File: config.mk
export PLATFORM = sky130hd
export DESIGN_NAME = csa_accumulator
export DESIGN_NICKNAME = d
export VERILOG_FILES = /design/src/rtl/csa_accumulator.sv
export SDC_FILE = /design/constraint.sdc
export NUM_CORES = 1
export LEC_CHECK = 0
export ABC_AREA = 1
export CORE_ASPECT_RATIO = 2
export CORE_MARGIN = 1
export CORE_UTILIZATION = 50
export CTS_CLUSTER_SIZE = 14
export DETAILED_ROUTE_END_ITERATION = 10
export GPL_TIMING_DRIVEN = 1
export PLACE_DENSITY = 0.77
export SYNTH_ARGS = -nofsm -noshare
export SYNTH_HDL_FRONTEND = slang
export SYNTH_SLANG_ARGS = --single-unit
File: constraint.sdc
create_clock -name clk -period 2.46 [get_ports clk]
set_clock_uncertainty 0.2 [all_clocks]
set_input_delay 0.492 -clock clk [delete_from_list [all_inputs] [get_ports clk]]
set_output_delay 0.492 -clock clk [all_outputs]
set_load 0.02 [all_outputs]
File: src/rtl/csa_accumulator.sv
// Packet accumulator: carry-save compression per beat, then a chunked ripple resolve.
// Optional signed-overflow detection with 8 guard bits is enabled by defining CFG_OVF_EN.
module csa_accumulator #(
    parameter int WIDTH = 32,
    parameter int CHUNK = 8
) (
    input  logic             clk,
    input  logic             rst,
    input  logic             in_valid,
    output logic             in_ready,
    input  logic [WIDTH-1:0] in_data,
    input  logic             in_last,
    output logic             out_valid,
    input  logic             out_ready,
    output logic [WIDTH-1:0] out_sum,
    output logic             out_carry,
    output logic             out_of
);

    localparam int K = WIDTH / CHUNK;
`ifdef CFG_OVF_EN
    localparam int GW    = 8;
    localparam int NSTEP = K + 1;
`else
    localparam int GW    = 0;
    localparam int NSTEP = K;
`endif
    localparam int SW = WIDTH + GW;
    localparam int CW = $clog2(NSTEP + 1);

    localparam logic [1:0] ST_ACCUM   = 2'd0;
    localparam logic [1:0] ST_RESOLVE = 2'd1;
    localparam logic [1:0] ST_OUTPUT  = 2'd2;

    logic [1:0]       r_state;
    logic [SW-1:0]    r_s;
    logic [SW-1:0]    r_c;
    logic             r_wrap;
    logic             r_rc;
    logic [CW-1:0]    r_cnt;
    logic [WIDTH-1:0] r_sum;
    logic             r_carry;
    logic             r_of;

    logic [SW-1:0]    w_in_ext;
    logic [SW-1:0]    w_s_csa;
    logic [SW-1:0]    w_maj;
    logic [CHUNK:0]   w_chunk;
    logic [WIDTH-1:0] w_sum_shift;
    logic             w_last_low;

`ifdef CFG_OVF_EN
    assign w_in_ext = {{GW{in_data[WIDTH-1]}}, in_data};
`else
    assign w_in_ext = in_data;
`endif

    // One full-adder cell per bit: sum stays in place, majority becomes the carry.
    genvar gi;
    generate
        for (gi = 0; gi < SW; gi++) begin : g_csa
            assign w_s_csa[gi] = r_s[gi] ^ r_c[gi] ^ w_in_ext[gi];
            assign w_maj[gi]   = (r_s[gi] & r_c[gi]) |
                                 (r_s[gi] & w_in_ext[gi]) |
                                 (r_c[gi] & w_in_ext[gi]);
        end
    endgenerate

    // S and C are shifted down each resolve step, so the active chunk is always at the bottom.
    assign w_chunk     = {1'b0, r_s[CHUNK-1:0]} + {1'b0, r_c[CHUNK-1:0]} + {{CHUNK{1'b0}}, r_rc};
    assign w_sum_shift = (r_sum >> CHUNK) | (WIDTH'(w_chunk[CHUNK-1:0]) << (WIDTH - CHUNK));
    assign w_last_low  = (r_cnt == CW'(K - 1));

`ifdef CFG_OVF_EN
    logic [GW-1:0] w_guard;
    assign w_guard = r_s[GW-1:0] + r_c[GW-1:0] + {{(GW-1){1'b0}}, r_rc};
`endif

    always_ff @(posedge clk) begin
        if (rst) begin
            r_state <= ST_ACCUM;
            r_s     <= '0;
            r_c     <= '0;
            r_wrap  <= 1'b0;
            r_rc    <= 1'b0;
            r_cnt   <= '0;
            r_sum   <= '0;
            r_carry <= 1'b0;
            r_of    <= 1'b0;
        end else begin
            case (r_state)
                ST_ACCUM: begin
                    if (in_valid) begin
                        r_s    <= w_s_csa;
                        r_c    <= w_maj << 1;
                        // Carry out of bit WIDTH-1 is the unsigned wrap in both builds.
                        r_wrap <= r_wrap | w_maj[WIDTH-1];
                        if (in_last) begin
                            r_state <= ST_RESOLVE;
                            r_cnt   <= '0;
                        end
                    end
                end
                ST_RESOLVE: begin
                    if (r_cnt != CW'(K)) begin
                        r_sum <= w_sum_shift;
                        r_rc  <= w_chunk[CHUNK];
                        r_s   <= r_s >> CHUNK;
                        r_c   <= r_c >> CHUNK;
                        if (w_last_low) begin
                            r_carry <= r_wrap | w_chunk[CHUNK];
                        end
                    end
`ifdef CFG_OVF_EN
                    else begin
                        r_of <= (w_guard != {GW{r_sum[WIDTH-1]}});
                    end
`endif
                    r_cnt <= r_cnt + 1'b1;
                    if (r_cnt == CW'(NSTEP - 1)) begin
                        r_state <= ST_OUTPUT;
                    end
                end
                ST_OUTPUT: begin
                    if (out_ready) begin
                        r_s     <= '0;
                        r_c     <= '0;
                        r_wrap  <= 1'b0;
                        r_rc    <= 1'b0;
                        r_state <= ST_ACCUM;
                    end
                end
                default: begin
                    r_state <= ST_ACCUM;
                end
            endcase
        end
    end

    assign in_ready  = (r_state == ST_ACCUM);
    assign out_valid = (r_state == ST_OUTPUT);
    assign out_sum   = r_sum;
    assign out_carry = r_carry;
    assign out_of    = r_of;

endmodule

======== After elaboration in Yosys (flattened, before gate mapping) ========
Index checks and enable logic that the tools add are counted.
storage, ports and cells
  register bits ........................... 104
  input bits .............................. 37
  output and inout port bits .............. 36
  word-level logic and storage cells ...... 279
cells by class
  add/subtract/negate cells ............... 3
  eq/ne operators ......................... 9
  mux-type cells .......................... 20
  bitwise logic cells ..................... 227
  reductions and logical operators ........ 12
operators with widths
  kind                 number
  $pmux 32 s3          2
  $mux 32              5
  $and 1x1->1          96
  $or 1x1->1           66
  $xor 1x1->1          64
  $or 24x32->32        1
  $reduce_and 3->1     4
  $add 8x8->9          1
  $add 9x1->9          1
  $mux 2               4
  $reduce_and 4->1     2
  $mux 3               2
  $ne 2x2->1 const B   3
  $pmux 2 s3           1
  $pmux 3 s2           1
  $reduce_bool 2->1    3
  $ne 2x1->1 const B   2
  $pmux 1 s2           2
  $add 3x1->3 const B  1
  $eq 3x2->1 const B   1
  $mux 1               3
  $ne 3x3->1 const B   1
  $reduce_bool 3->1    1
  $eq 2x1->1 const B   1
  other kinds (3)      3

======== Logic depth before layout (Yosys ltp) ========
Gate-level depths: netlist of run 1.
  word-level depth ........................ 6
  gate-level depth with buffers ........... 12
  depth with buffers taken out ............ 12

======== Worst setup path after synthesis of run 1 ========
Ideal clock, no wire load.
  path kind ............................... register -> register
  from .................................... reg r_s[0]
  to ...................................... reg r_sum[28], in the netlist out_sum[28]
  library setup time ...................... 109 ps
  arrival time ............................ 1550 ps
  data required time ...................... 2151 ps
  path slack .............................. 602 ps
  stages on the path, launching flop included .. 11
  buffers on the path ..................... 0
  period minus slack after synthesis ...... 1858 ps
  cells stage by stage .................... dfxtp_1 -> fa_1 -> inv_1 -> fa_1 -> inv_1 -> nand2_1 -> a21oi_1 -> or2_2 -> nand3_1 -> nand2_1 -> inv_1
between the ends
  longest elaborated chain between the ends .. 3
RTL lines
  what                    line  source
  start, declared         36    logic [SW-1:0] r_s;
  start signal, assigned  94    r_s <= w_s_csa;
  start signal, assigned  108   r_s <= r_s >> CHUNK;
  $add 8x8->9             70    assign w_chunk = {1'b0, r_s[CHUNK-1:0]} + {1'b0, r_c[CHUNK-1:0]} + {{CHUNK{1'b0}}, r_rc};
  $add 9x1->9             70
  $or 24x32->32           71    assign w_sum_shift = (r_sum >> CHUNK) | (WIDTH'(w_chunk[CHUNK-1:0]) << (WIDTH - CHUNK));
  end signal, assigned    106   r_sum <= w_sum_shift;
  end, declared           41    logic [WIDTH-1:0] r_sum;
Every way passes these cells.
A chain may end at the register's enable or synchronous reset.

======== Final worst setup path of run 1 ========
  from .................................... reg r_state[0]
  to ...................................... out out_valid
between the ends
  longest elaborated chain between the ends .. 1
RTL lines
  what                    line  source
  start, declared         35    logic [1:0] r_state;
  start signal, assigned  81    r_state <= ST_ACCUM;
  start signal, assigned  99    r_state <= ST_RESOLVE;
  start signal, assigned  121   r_state <= ST_OUTPUT;
  $eq 2x2->1              141   assign out_valid = (r_state == ST_OUTPUT);
  end, declared           13    output logic out_valid,
Every way passes these cells.

==> impl_metrics.ini, run 1 <==
[critical_path]
critPathArrivalTime_ns = 1.67
worstSetupPathType = reg2out
cp_top_family = buffers and inverters
cp_slowest_cell = clkdlybuf4s50_1
path_buf_inv = 2
cp-end-kind = primary output
worstPathCellList = inv_1 -> ha_1 -> clkdlybuf4s50_1
cp.required_ns = 1.77
startpoint_type = register
cp_max_fo = 6
critical_path.max_stage_delay_ns = 0.65

[route]
route.detailed.drc = 0
drt_iter0_drc = 236
route.met3.wl_um = 377
vias = 4947
wire_per_inst_um = 14.4
viasPerCell = 5.27
wl_met2_mm = 7.47
met1Wirelength_mm = 4.95
first_pass_iters = 4
top_layer = met4
drt-total-wl_mm = 13.5
route.antenna.remaining_nets = 0

[clock_tree]
cts-htree-levels = 3
cts_made_buffers = 9
clkTransAtPathRegs_ns = 0.07
postCtsSetupBuffers = 0
clkLatencyLatePin_ns = 0.35
cts_hold_buf = 0
cts_root_buf = clkbuf_16
cts_resized = 0
cts_tree = yes
cts_buffer_depth = 2
cts.sink_count = 104

[floorplan]
io_pins = 73
die-area_um2 = 11900
initial_core_util = 0.518
rows = 54
core-area_um2 = 11000
die_w_um = 77.5
chipHeight_um = 153

[placed_design]
port_buffers = 71
dpl_cell_area_um2 = 6580
hpwl_mm = 10.2
dp.cells = 922
globalplace.congestion = 0.877

[global_routing]
grt_max_degree = 64
grt_overflow = 0
grt_pass1_vias = 4897
antenna_found_initial = 0
grt_first_pass_wirelength_mm = 22.6
grt_use_total = 0.243

[timing]
fin_tns_setup_ns = 0
fmax_mhz = 423
rsz0062_at_grt = no
min_period_ns = 2.36
maxSlewViolCount = 0
hold_viol = 0
setup_violations = 0
fin_crit_sh = 0.960

[logic_synthesis]
synth_seq_area_share = 0.365
avgSynthCellArea_um2 = 7.78
syn-instance-count = 733
ys.warnings.count = 0
synthesis.nets = 817
ys_seq_elements = 104
ys_types = 27
synthesis.area_um2 = 5700

[finish]
area_delta_synth_final_pct = 20.6
fillerInstances = 954
diodes = 0
fin_cells = 938
fin_nets = 877
multiInputGateArea_um2 = 2890
finalCoreUtilization = 0.624
final_area_um2 = 6880
drive_gt1_frac = 0.107
regArea_um2 = 2080

[run]
cap_violations = 0

[power]
irDropWorstVdd_v = 0.000754
leakage_nw = 2.88
power_w = 0.00976
powerDensity_nw_per_um2 = 1420

[outcome]
status = completed

[worst_hold_path]
hp-class = reg2reg
-- path summary, 6_finish.rpt --
| path | depth (start not counted) | to | slack [ns] | start |
|---|---|---|---|---|
| hold / removal | 2 | r_wrap | 0.27 | r_wrap |
| setup / recovery | 3 | out_valid | 0.1 | r_state[0] |
| hold reg to reg | 2 | r_wrap | 0.27 | r_wrap |
| setup reg to reg | 8 | r_c[8] | 0.30 | r_state[1] |
-- registers in the layout (all words and copies together), names as in the netlist --
name and cells:
r_c 32, r_wrap 1, out_sum 32, r_state 2
r_cnt 3, r_s 32, r_rc 1, out_carry 1
-- area by class of cell --
cell class,instances,share of cell area
Multi-Input combinational cell,451,0.420
Clock inverter,2,0.00546
Tap cell,140,0.0255
Sequential cell,104,0.303
Timing Repair Buffer,93,0.135
Clock buffer,14,0.0384
Inverter,134,0.0731
-- metrics by stage --
step                hold WS (ns)  worst slack (ns)
floorplan                  0.231             0.602
global placement           0.242             0.165
detailed placement         0.255             0.123
CTS                        0.265            0.0837
global route               0.304            0.0346
finish                     0.265            0.0980
-- placed cells by master (no fill, tap or decap), drive strengths merged, types with 18 or more instances in the layout --
cell type and n:
a21oi 56, buf 22, clkdlybuf4s50 71, dfxtp 104
fa 34, inv 134, nand2 44, nand3 18
nor2 130, o21ai 104, o22ai 40
-- metal layers --
layer  vias to the layer above  track usage
met5                         -            0
met4                         0        0.144
met3                        46       0.0358
met2                       130        0.454
met1                      2337        0.249
li1                       2434            -
-- tightest hold or removal path: stages (launching register included) --
cell     delay (ns)
dfxtp_1        0.30
inv_1          0.06
a21oi_1        0.06
-- Yosys cell counts --
master,number,area (um2)
nand2_1,42,158
fa_1,34,681
clkbuf_1,21,78.8
nor2_2,2,12.5
o22ai_1,40,250
nand2_2,1,6.26
buf_6,5,56.3
xor2_1,1,8.76
o21bai_1,2,15.0
conb_1,1,3.75
o21ai_0,104,521
a21oi_2,40,350
ha_1,13,163
dfxtp_1,104,2080
inv_1,131,492
buf_4,3,22.5
clkbuf_2,1,5.00
o211ai_1,2,15.0
or2_2,2,12.5
or3_1,1,6.26
nand2_4,1,11.3
nor2_1,128,480
inv_2,3,11.3
nand3_1,18,90.1
buf_2,14,70.1
a21oi_1,16,80.1
nand3b_1,3,22.5
-- kinds of logic after synthesis --
logic type / share of synthesized area
AO/OA/AOI/OAI: 0.216
XOR/XNOR: 0.00154
adder cells (fa/ha/maj): 0.148
buffers and inverters: 0.129
flip-flops: 0.365
other: 0.000657
AND/OR/NAND/NOR: 0.140
-- where the power goes --
part           internal (W)  switching [W]  total [W]  leakage, nW
combinational       0.00219        0.00337    0.00556         1.88
clock              0.000847       0.000615    0.00146        0.143
sequential          0.00230       0.000442    0.00274        0.857
total               0.00533        0.00443    0.00976         2.88
Power figures use the tool's default switching activity.
==> inputs of run 2 (changes only) <==
Settings changed: CTS_CLUSTER_DIAMETER from default to 150.
==> results of run 2 <==
Final layout, timing and power as in run 1 (identical DEF).
